## src/rtl/alu_pkg.sv

```systemverilog
`default_nettype none
// ============================================================================
//  Module      : alu_pkg
//  Description : Shared constants for the execute-stage ALU: the 4-bit ALU
//                control codes (also emitted by the ALU control decoder) and
//                the execute-unit state encoding.
//  Revision    : 1.0  initial release
// ============================================================================
package alu_pkg;

    localparam logic [3:0] ALU_AND   = 4'b0000;
    localparam logic [3:0] ALU_OR    = 4'b0001;
    localparam logic [3:0] ALU_ADD   = 4'b0010;
    localparam logic [3:0] ALU_SUB   = 4'b0110;
    localparam logic [3:0] ALU_SLT   = 4'b0111;
    localparam logic [3:0] ALU_NOR   = 4'b1100;
    localparam logic [3:0] ALU_MULTU = 4'b1000;

    typedef enum logic [1:0] {
        IDLE = 2'd0,
        MUL  = 2'd1,
        DONE = 2'd2
    } state_t;

endpackage
`default_nettype wire

```

## src/rtl/alu_multu_seq.sv

```systemverilog
`default_nettype none
// ============================================================================
//  Module      : alu_multu_seq
//  Description : Iterative unsigned shift-add multiplier. One multiplier bit
//                is consumed per cycle; done_o pulses for one cycle once all
//                WIDTH bits have been processed, with product_o valid then.
//  Ports       : clk, reset      - clock, synchronous active-high reset
//                start_i         - load operands and begin (one-cycle pulse)
//                a_i, b_i        - multiplicand / multiplier
//                done_o          - product ready (one-cycle pulse)
//                product_o       - 2*WIDTH-bit unsigned product
//  Revision    : 1.0  initial release
// ============================================================================
module alu_multu_seq #(
    parameter int WIDTH = 32
) (
    input  logic                 clk,
    input  logic                 reset,
    input  logic                 start_i,
    input  logic [WIDTH-1:0]     a_i,
    input  logic [WIDTH-1:0]     b_i,
    output logic                 done_o,
    output logic [2*WIDTH-1:0]   product_o
);

    localparam int CW = (WIDTH > 1) ? $clog2(WIDTH) : 1;

    logic [2*WIDTH-1:0] r_mcand_q;
    logic [WIDTH-1:0]   r_mplier_q;
    logic [2*WIDTH-1:0] r_prod_q;
    logic [CW-1:0]      r_cnt_q;
    logic               r_busy_q;
    logic               r_done_q;

    always_ff @(posedge clk) begin
        if (reset) begin
            r_mcand_q  <= '0;
            r_mplier_q <= '0;
            r_prod_q   <= '0;
            r_cnt_q    <= '0;
            r_busy_q   <= 1'b0;
            r_done_q   <= 1'b0;
        end else begin
            r_done_q <= 1'b0;
            if (start_i) begin
                r_mcand_q  <= {{WIDTH{1'b0}}, a_i};
                r_mplier_q <= b_i;
                r_prod_q   <= '0;
                r_cnt_q    <= '0;
                r_busy_q   <= 1'b1;
            end else if (r_busy_q) begin
                if (r_mplier_q[0]) begin
                    r_prod_q <= r_prod_q + r_mcand_q;
                end
                r_mcand_q  <= r_mcand_q << 1;
                r_mplier_q <= r_mplier_q >> 1;
                // The iteration with the counter at WIDTH-1 is the last one;
                // done is registered so the product already includes it.
                if (r_cnt_q == CW'(WIDTH - 1)) begin
                    r_busy_q <= 1'b0;
                    r_done_q <= 1'b1;
                end else begin
                    r_cnt_q <= r_cnt_q + 1'b1;
                end
            end
        end
    end

    assign done_o    = r_done_q;
    assign product_o = r_prod_q;

endmodule
`default_nettype wire

```

## src/rtl/alu_exec_unit.sv

```systemverilog
`default_nettype none
// ============================================================================
//  Module      : alu_exec_unit
//  Description : Execute-stage ALU with valid/ready handshakes. Logic,
//                add/sub and SLT complete in one cycle; MULTU runs on the
//                iterative multiplier for WIDTH cycles.
//  Ports       : clk, reset                 - clock, sync active-high reset
//                in_valid / in_ready        - request handshake
//                alu_ctrl                   - 4-bit ALU control code
//                operand_a / operand_b      - operands
//                out_valid / out_ready      - result handshake
//                result_lo / result_hi      - result (hi = 0 unless MULTU)
//                zero                       - result_lo == 0
//                illegal                    - undefined alu_ctrl code
//  Revision    : 1.0  initial release
// ============================================================================
module alu_exec_unit
    import alu_pkg::*;
#(
    parameter int WIDTH = 32
) (
    input  logic              clk,
    input  logic              reset,
    input  logic              in_valid,
    output logic              in_ready,
    input  logic [3:0]        alu_ctrl,
    input  logic [WIDTH-1:0]  operand_a,
    input  logic [WIDTH-1:0]  operand_b,
    output logic              out_valid,
    input  logic              out_ready,
    output logic [WIDTH-1:0]  result_lo,
    output logic [WIDTH-1:0]  result_hi,
    output logic              zero,
    output logic              illegal
);

    state_t             r_state_q, w_state_d;
    logic [WIDTH-1:0]   r_lo_q, w_lo_d;
    logic [WIDTH-1:0]   r_hi_q, w_hi_d;
    logic               r_zero_q, w_zero_d;
    logic               r_ill_q, w_ill_d;

    logic               w_accept;
    logic               w_mul_start;
    logic               w_mul_done;
    logic [2*WIDTH-1:0] w_product;
    logic [WIDTH-1:0]   w_single_res;
    logic               w_single_ill;

    assign in_ready    = (r_state_q == IDLE);
    assign out_valid   = (r_state_q == DONE);
    assign w_accept    = in_valid & in_ready;
    assign w_mul_start = w_accept & (alu_ctrl == ALU_MULTU);

    // Single-cycle datapath; its value is only registered on the accept edge,
    // so operand changes after accept never reach the outputs.
    always_comb begin
        w_single_res = '0;
        w_single_ill = 1'b0;
        case (alu_ctrl)
            ALU_AND: w_single_res = operand_a & operand_b;
            ALU_OR:  w_single_res = operand_a | operand_b;
            ALU_ADD: w_single_res = operand_a + operand_b;
            ALU_SUB: w_single_res = operand_a - operand_b;
            ALU_SLT: w_single_res = {{(WIDTH-1){1'b0}},
                                     ($signed(operand_a) < $signed(operand_b))};
            ALU_NOR: w_single_res = ~(operand_a | operand_b);
            default: w_single_ill = 1'b1;
        endcase
    end

    alu_multu_seq #(
        .WIDTH     (WIDTH)
    ) u_multu (
        .clk       (clk),
        .reset     (reset),
        .start_i   (w_mul_start),
        .a_i       (operand_a),
        .b_i       (operand_b),
        .done_o    (w_mul_done),
        .product_o (w_product)
    );

    always_comb begin
        w_state_d = r_state_q;
        w_lo_d    = r_lo_q;
        w_hi_d    = r_hi_q;
        w_zero_d  = r_zero_q;
        w_ill_d   = r_ill_q;
        case (r_state_q)
            IDLE: begin
                if (w_accept) begin
                    if (alu_ctrl == ALU_MULTU) begin
                        w_state_d = MUL;
                    end else begin
                        w_lo_d    = w_single_res;
                        w_hi_d    = '0;
                        w_zero_d  = (w_single_res == '0);
                        w_ill_d   = w_single_ill;
                        w_state_d = DONE;
                    end
                end
            end
            MUL: begin
                if (w_mul_done) begin
                    w_lo_d    = w_product[WIDTH-1:0];
                    w_hi_d    = w_product[2*WIDTH-1:WIDTH];
                    w_zero_d  = (w_product[WIDTH-1:0] == '0);
                    w_ill_d   = 1'b0;
                    w_state_d = DONE;
                end
            end
            DONE: begin
                if (out_ready) begin
                    w_state_d = IDLE;
                end
            end
            default: w_state_d = IDLE;
        endcase
    end

    always_ff @(posedge clk) begin
        if (reset) begin
            r_state_q <= IDLE;
            r_lo_q    <= '0;
            r_hi_q    <= '0;
            r_zero_q  <= 1'b0;
            r_ill_q   <= 1'b0;
        end else begin
            r_state_q <= w_state_d;
            r_lo_q    <= w_lo_d;
            r_hi_q    <= w_hi_d;
            r_zero_q  <= w_zero_d;
            r_ill_q   <= w_ill_d;
        end
    end

    assign result_lo = r_lo_q;
    assign result_hi = r_hi_q;
    assign zero      = r_zero_q;
    assign illegal   = r_ill_q;

endmodule
`default_nettype wire
```

## config.mk

```make
export PLATFORM = sky130hd
export DESIGN_NAME = alu_exec_unit
export DESIGN_NICKNAME = d
export VERILOG_FILES = /design/src/rtl/alu_pkg.sv /design/src/rtl/alu_multu_seq.sv /design/src/rtl/alu_exec_unit.sv
export SDC_FILE = /design/constraint.sdc
export NUM_CORES = 1
export LEC_CHECK = 0
export ABC_AREA = 1
export BUFFER_PORTS_ARGS = -buffer_cell sky130_fd_sc_hd__buf_2
export CAP_MARGIN = 20
export CELL_PAD_IN_SITES_DETAIL_PLACEMENT = 1
export CELL_PAD_IN_SITES_GLOBAL_PLACEMENT = 1
export CORE_MARGIN = 10
export CORE_UTILIZATION = 44
export DETAILED_ROUTE_END_ITERATION = 10
export GPL_TIMING_DRIVEN = 0
export PLACE_DENSITY = 0.85
export SETUP_SLACK_MARGIN = 0.02
export SLEW_MARGIN = 20
export SYNTH_ARGS = -nofsm -noshare
export SYNTH_HDL_FRONTEND = slang
export SYNTH_SLANG_ARGS = --single-unit
```

## constraint.sdc

```tcl
create_clock -name clk -period 2.5 [get_ports clk]
set_input_delay 0.125 -clock clk [delete_from_list [all_inputs] [get_ports clk]]
set_output_delay 0.125 -clock clk [all_outputs]
set_load 0.05 [all_outputs]
```

======== Yosys cells after proc, flatten, opt, wreduce, memory -nomap -nowiden ========
Cells that the tools add are included.
storage, ports and cells
  output and inout port bits .............. 68
  logic and storage cells ................. 81
  memories ................................ 0
  RAM bits ................................ 0
  bits in latches ......................... 0
  input bits .............................. 72
  bits in read-only memories .............. 0
  register bits after elaboration ......... 235
cells by class
  add/subtract/negate cells ............... 4
  multiply operators ...................... 0
  equal/unequal tests ..................... 13
  bitwise logic cells ..................... 7
  shift-type cells ........................ 0
  muxes and demuxes ....................... 31
  magnitude comparators ................... 1
  reduce and logical (&&, ||, !) cells .... 13
  div/mod/pow operators ................... 0
operators by type and width
  operator                                                                number
  32-bit two-way mux                                                      10
  32-bit one-hot mux with 6 select lines                                  1
  32-bit one-hot mux with 2 select lines                                  2
  64-bit adder                                                            1
  32-bit logical NOT                                                      2
  32-bit adder                                                            1
  32-bit bitwise AND                                                      1
  32-bit less-than comparator                                             1
  32-bit inverter                                                         1
  32-bit OR                                                               1
  32-bit subtractor                                                       1
  1-bit two-way mux                                                       11
  4-bit by 3-bit equality test with 1-bit output (second input constant)  2
  4-bit equality test (second input constant)                             2
  2-bit two-way mux                                                       4
  2-bit by 1-bit != test with 1-bit output (second input constant)        3
  2-bit one-hot mux with 3 select lines                                   1
  6-bit OR reduction                                                      1
  5-bit by 1-bit adder with 5-bit output (second input constant)          1
  5-bit equality test (second input constant)                             1
  4-bit by 1-bit equality test with 1-bit output (second input constant)  1
  4-bit by 2-bit equality test with 1-bit output (second input constant)  1
  4-bit logical NOT                                                       1
  1-bit one-hot mux with 2 select lines                                   2
  12 further kinds                                                        16

======== Depth between registers and ports, before layout ========
  depth after elaboration ................. 7
  mapped depth ............................ 22
  depth with buffers taken out ............ 21

======== Modules after synthesis ========
From an unflattened synthesis, not the netlist that was laid out.
unflattened totals
  cell total of the unflattened synthesis .. 3926
  area total of the unflattened synthesis .. 22283.9 um^2
by module, submodules not included
  module         sequential area each (um^2)  instances  area an instance (um^2)  cells an instance
  alu_multu_seq  3343.2                       1          12644.6                  2186
  alu_exec_unit  1361.3                       1          9639.2                   1740

======== Worst setup path before layout ========
Ideal clock, no wire load.
  path type ............................... reg2reg
  start point ............................. register u_multu.r_mcand_q[0]
  end point ............................... register u_multu.r_prod_q[46] (netlist: u_multu.product_o[46])
  path slack .............................. 0.194 ns
  buffers on the path ..................... 0
  setup time .............................. 0.115 ns
  arrival ................................. 2.190 ns
  cell stages (with the launch flop) ...... 16
  data required time ...................... 2.385 ns
  period minus slack after synthesis ...... 2.306 ns
  cells stage by stage .................... dfxtp_1 ha_1 inv_1 fa_1 inv_1 nand3_1 nand2_1 a21boi_2 o21ai_2 a21oi_1 o21ai_2 nand2_1 o21bai_1 nor2_1 o21ai_0 inv_1
between the ends
  cells in the longest elaborated chain, start to end .. 1
RTL lines
  element                 RTL line             RTL
  start, declared         alu_multu_seq.sv:28  logic [2*WIDTH-1:0] r_mcand_q;
  start signal, assigned  alu_multu_seq.sv:46  r_mcand_q <= {{WIDTH{1'b0}}, a_i};
  start signal, assigned  alu_multu_seq.sv:55  r_mcand_q <= r_mcand_q << 1;
  64-bit adder            alu_multu_seq.sv:53  r_prod_q <= r_prod_q + r_mcand_q;
  end signal, assigned    alu_multu_seq.sv:53
  end, declared           alu_multu_seq.sv:30  logic [2*WIDTH-1:0] r_prod_q;
No other way between the ends.
A chain may end at the register's enable or synchronous reset.

======== Worst setup path in the final report ========
  start point ............................. register u_multu.r_prod_q[14] (netlist: u_multu.product_o[14])
  end point ............................... register u_multu.r_prod_q[56] (netlist: u_multu.product_o[56])
between the ends
  cells in the longest elaborated chain, start to end .. 1
RTL lines
  element       RTL line
  64-bit adder  alu_multu_seq.sv:53
No other way between the ends.

==> summary.md <==
| Metric | Value |
|---|---|
| # nets final | 3861 |
| Number of global-route vias before repair | 25005 |
| Initial antenna violation count | 4 |
| Area Growth Syn to Fin | 23.85% |
| Inserted Clock Buffers | 29 |
| EDFF count, synth | 0 |
| Final Hold Vio Count | 0 |
| Pint | 7.030 mW |
| Die width | 234.0 microns |
| Via count | 25635 |
| Clock network power share | 41.1% |
| Die area | 54760 sq um |
| Most frequent cell after synthesis | nand2_1 |
| Ant. Diodes | 0 |
| Critical-path cell list | ha_4, nand2_1, nor2_1, inv_1, o21ai_0, nand2_1, nand2_1, nand2_1, nand3_2, nand3_1, o211ai_1, nor2_1, o21ai_1, inv_1 |
| Combinational power share | 23.5% |
| Slew @ Worst Pin | 1.160 ns |
| Post-Place Worst Slack | -0.8064 ns |
| CP startpoint kind | flip-flop |
| Routed WL per cell | 25.73 microns |
| Worst R2R Start | u_multu.product_o[14] |
| Hold Crit Start | operand_b[0] |
| Mean area per synthesized cell | 5.998 sq um |
| Port Buffer Count | 138 |
| Top cell type's share of synthesized area | 23.35% |
| Crit path largest cell delay | 0.37 ns |
| Sequential Power Share | 35.4% |
| Switching power | 3.825 mW |
| Rows | 78 |
| Failing checks | setup timing |
| Via density | 6.055 |
| H-tree levels | 1 |
| CTS tree | yes |
| Clock root buffer | clkbuf_16 |
| Mapped cell area | 20150 sq um |
| Core Footprint | 45280 sq um |
| CP arrival | 3.12 ns |
| PwrDens | 435.0 nW/um^2 |
| Post-synth ARST share | 0% |
| Switching part of the total | 35.24% |
| DR DRC count | 0 |
| Hpwl dp | 81.39 mm |
| Crit-path slowest cell | dfxtp_1 |
| Crit path required time | 2.98 ns |
| Sequential element share of the synthesized area | 23.35% |
| Final Max Tran Viols | 0 |
| Crit path time final | 2.641 ns |
| Clock net sink count | 235 |
| Largest net degree at the start of global routing | 14 |
| Hold Worst Slack | 0.09853 ns |
| Most Frequent Cell on Critical Path | nand2_1 |
| Most instantiated cells after synthesis | 824 x nand2_1, 531 x inv_1, 368 x nor2_1 |
| Die H | 234.0 microns |
| Peak supply drop | 0.0006250 V |
| Crit end category | flip-flop |
| First-pass GRT wire length | 152.7 mm |
| DRC marker count from the first detailed-route iteration | 2678 |
| Final wirelength | 108.9 mm |
| Setup ws final | -0.1415 ns |
| Max frequency | 378.6 MHz |
| Worst-skew pair later-pin latency | 0.59 ns |
| Reg-to-reg setup timing slack | -0.14 ns |
| Synth unique cells | 53 |
| Net Count, Synth | 3608 |
| Leakage power | 11.93 nW |
| Top_reg_cell synth | dfxtp_1 |
| RSZ-0062 raised after global routing | true |
| Clock-pin transition on the worst setup and hold timing paths | 0.07 ns |
| Yosys top cell by area | dfxtp_1 |
| WHS Endpoint | u_multu.r_mplier_q[0] |
| Hold Crit Depth | 5 |
| Setup-failing EPs final | 13 |
| R2R depth | 14 |
| Cell count after synthesis | 3360 |
| Detailed-router iteration count before antenna repair | 6 |
| Share of cells above drive strength 1 | 17.17% |
| Max_slew headroom | 20.70% |
| RR Endpoint | u_multu.product_o[56] |
| #FFs+latches synth | 235 |
| Crit-path max FO | 4 |
| IO Pins | 140 |
| Skew final | 0.01657 ns |
| Placer Congestion | 0.9861 |
| Max-Cap Viols | 0 |
| Synth warnings | 0 |
| Initial Util | 44.50% |
| Clk buf depth | 3 |
| ANT nets after route | 0 |
| Hold/Removal Path Class | in -> reg |
| Total track usage | 36.26% |
| Fin crit share | 105.7% |
| Crit Path Category | reg -> reg |
| Total gr overflow | 0 |
| Largest cells by area after synthesis | dfxtp_1 23%, nand2_1 15%, ha_1 11%, inv_1 9.9%, a21oi_1 8.5% |
| Status | finished, violations left |
[sequential cells by signal (all words and copies together), names as in the netlist, 2 cells and up]
name                cells
result_lo              32
u_multu.product_o      64
u_multu.r_mcand_q      64
r_state_q               2
u_multu.r_mplier_q     32
result_hi              32
u_multu.r_cnt_q         5
[cell usage in the layout (no fill, tap or decap), types with 12 or more instances in the layout]
cell type / n
o21ai_0: 139
a31oi_1: 43
clkbuf_1: 57
nand4_1: 24
nand3_2: 21
ha_1: 123
a21oi_1: 295
a21o_1: 12
dfxtp_1: 195
xnor2_1: 12
inv_1: 521
clkbuf_16: 29
nor2_2: 44
a21oi_2: 42
o22ai_1: 28
o211ai_1: 21
ha_4: 43
nand2_1: 802
buf_2: 178
o21bai_1: 13
buf_4: 55
o21ai_1: 42
nand2_2: 27
nor2_1: 328
nand3_1: 221
nor3_1: 17
xor2_1: 35
clkbuf_2: 15
dlygate4sd3_1: 36
inv_2: 12
dfxtp_2: 35
[routing by layer]
layer  part of all wire, %  vias up  global-route usage (%)
li1                      -    11330                       -
met1                    42    12537                   49.79
met2                    43     1401                   55.29
met3                    10      361                   6.200
met4                   5.3        6                   14.76
met5                 0.037        -                       0
[per-stage QoR]
stage                     area (sq um)  power [mW]  TNS [ns]  std cells  util (%)
after floorplan                  20150       5.326         0       3360         -
after global placement           21590       6.154    -79.82       4098     47.68
after detailed placement         21610       6.232    -88.78       4099     47.72
after CTS                        23640       10.61  -0.03695       4205     52.20
after global routing             24960       11.16    -2.775       4234     55.11
final                            24960       10.86   -0.9002       4234     55.11
[power groups by stage]
| stage | combinational [mW] | sequential (mW) | clock (mW) |
|---|---|---|---|
| final | 2.55 | 3.85 | 4.46 |
| after global routing | 2.71 | 3.84 | 4.61 |
| after CTS | 2.38 | 3.84 | 4.39 |
| after detailed placement | 2.31 | 3.92 | 0 |
| after global placement | 2.24 | 3.92 | 0 |
| after floorplan | 1.30 | 4.02 | 0 |
[worst max-delay path by stage]
stage	startpoint	slack, ns	depth (start not counted)	end
2_1_floorplan	u_multu.r_mcand_q[0]	0.19	15	u_multu.product_o[46]
3_3_place_gp	u_multu.r_mcand_q[0]	-0.74	15	u_multu.product_o[46]
3_5_place_dp	u_multu.r_mcand_q[0]	-0.81	15	u_multu.product_o[46]
4_1_cts	u_multu.r_mcand_q[0]	-0.02	16	u_multu.product_o[54]
5_1_grt	u_multu.r_mcand_q[14]	-0.35	14	u_multu.product_o[56]
6_report	u_multu.product_o[14]	-0.14	14	u_multu.product_o[56]
[critical path, delay by kind of cell, from the launching register on]
family          cells  cell delay [ns]
fa+ha+maj           1             0.33
compound gates      3             0.57
flops               1             0.37
buf+inv             2             0.19
simple gates        8             1.05
[final cells by class]
class,count,area (sq um)
Inverter,537,2026
Buffer,126,620.6
Clock buffer,40,807.0
Clock inverter,12,157.7
Timing Repair Buffer,223,1459
Sequential cell,235,4767
Fill cell,6183,20330
Multi-Input combinational cell,2461,14370
Tap cell,600,750.7
[timing repair]
action | in CTS | in global routing
hold buffers | 36 | 0
pin swaps | 22 | 36
resized for setup | 167 | 265
buffers inserted | 18 | 31
setup endpoints to repair | 218 | 200
endpoints found under the hold margin | 36 | 0
[logic make-up after synthesis]
family	after synthesis	share of synthesized area, %
buffers and inverters	664	12.98
AOI/OAI and AO/OA	696	18.99
DFF	235	23.35
and+or+nand+nor	1542	31.61
xor gates and xnor gates	47	2.043
adders and majority gates	176	11.04
No activity file was read; power rests on OpenSTA's default activity.
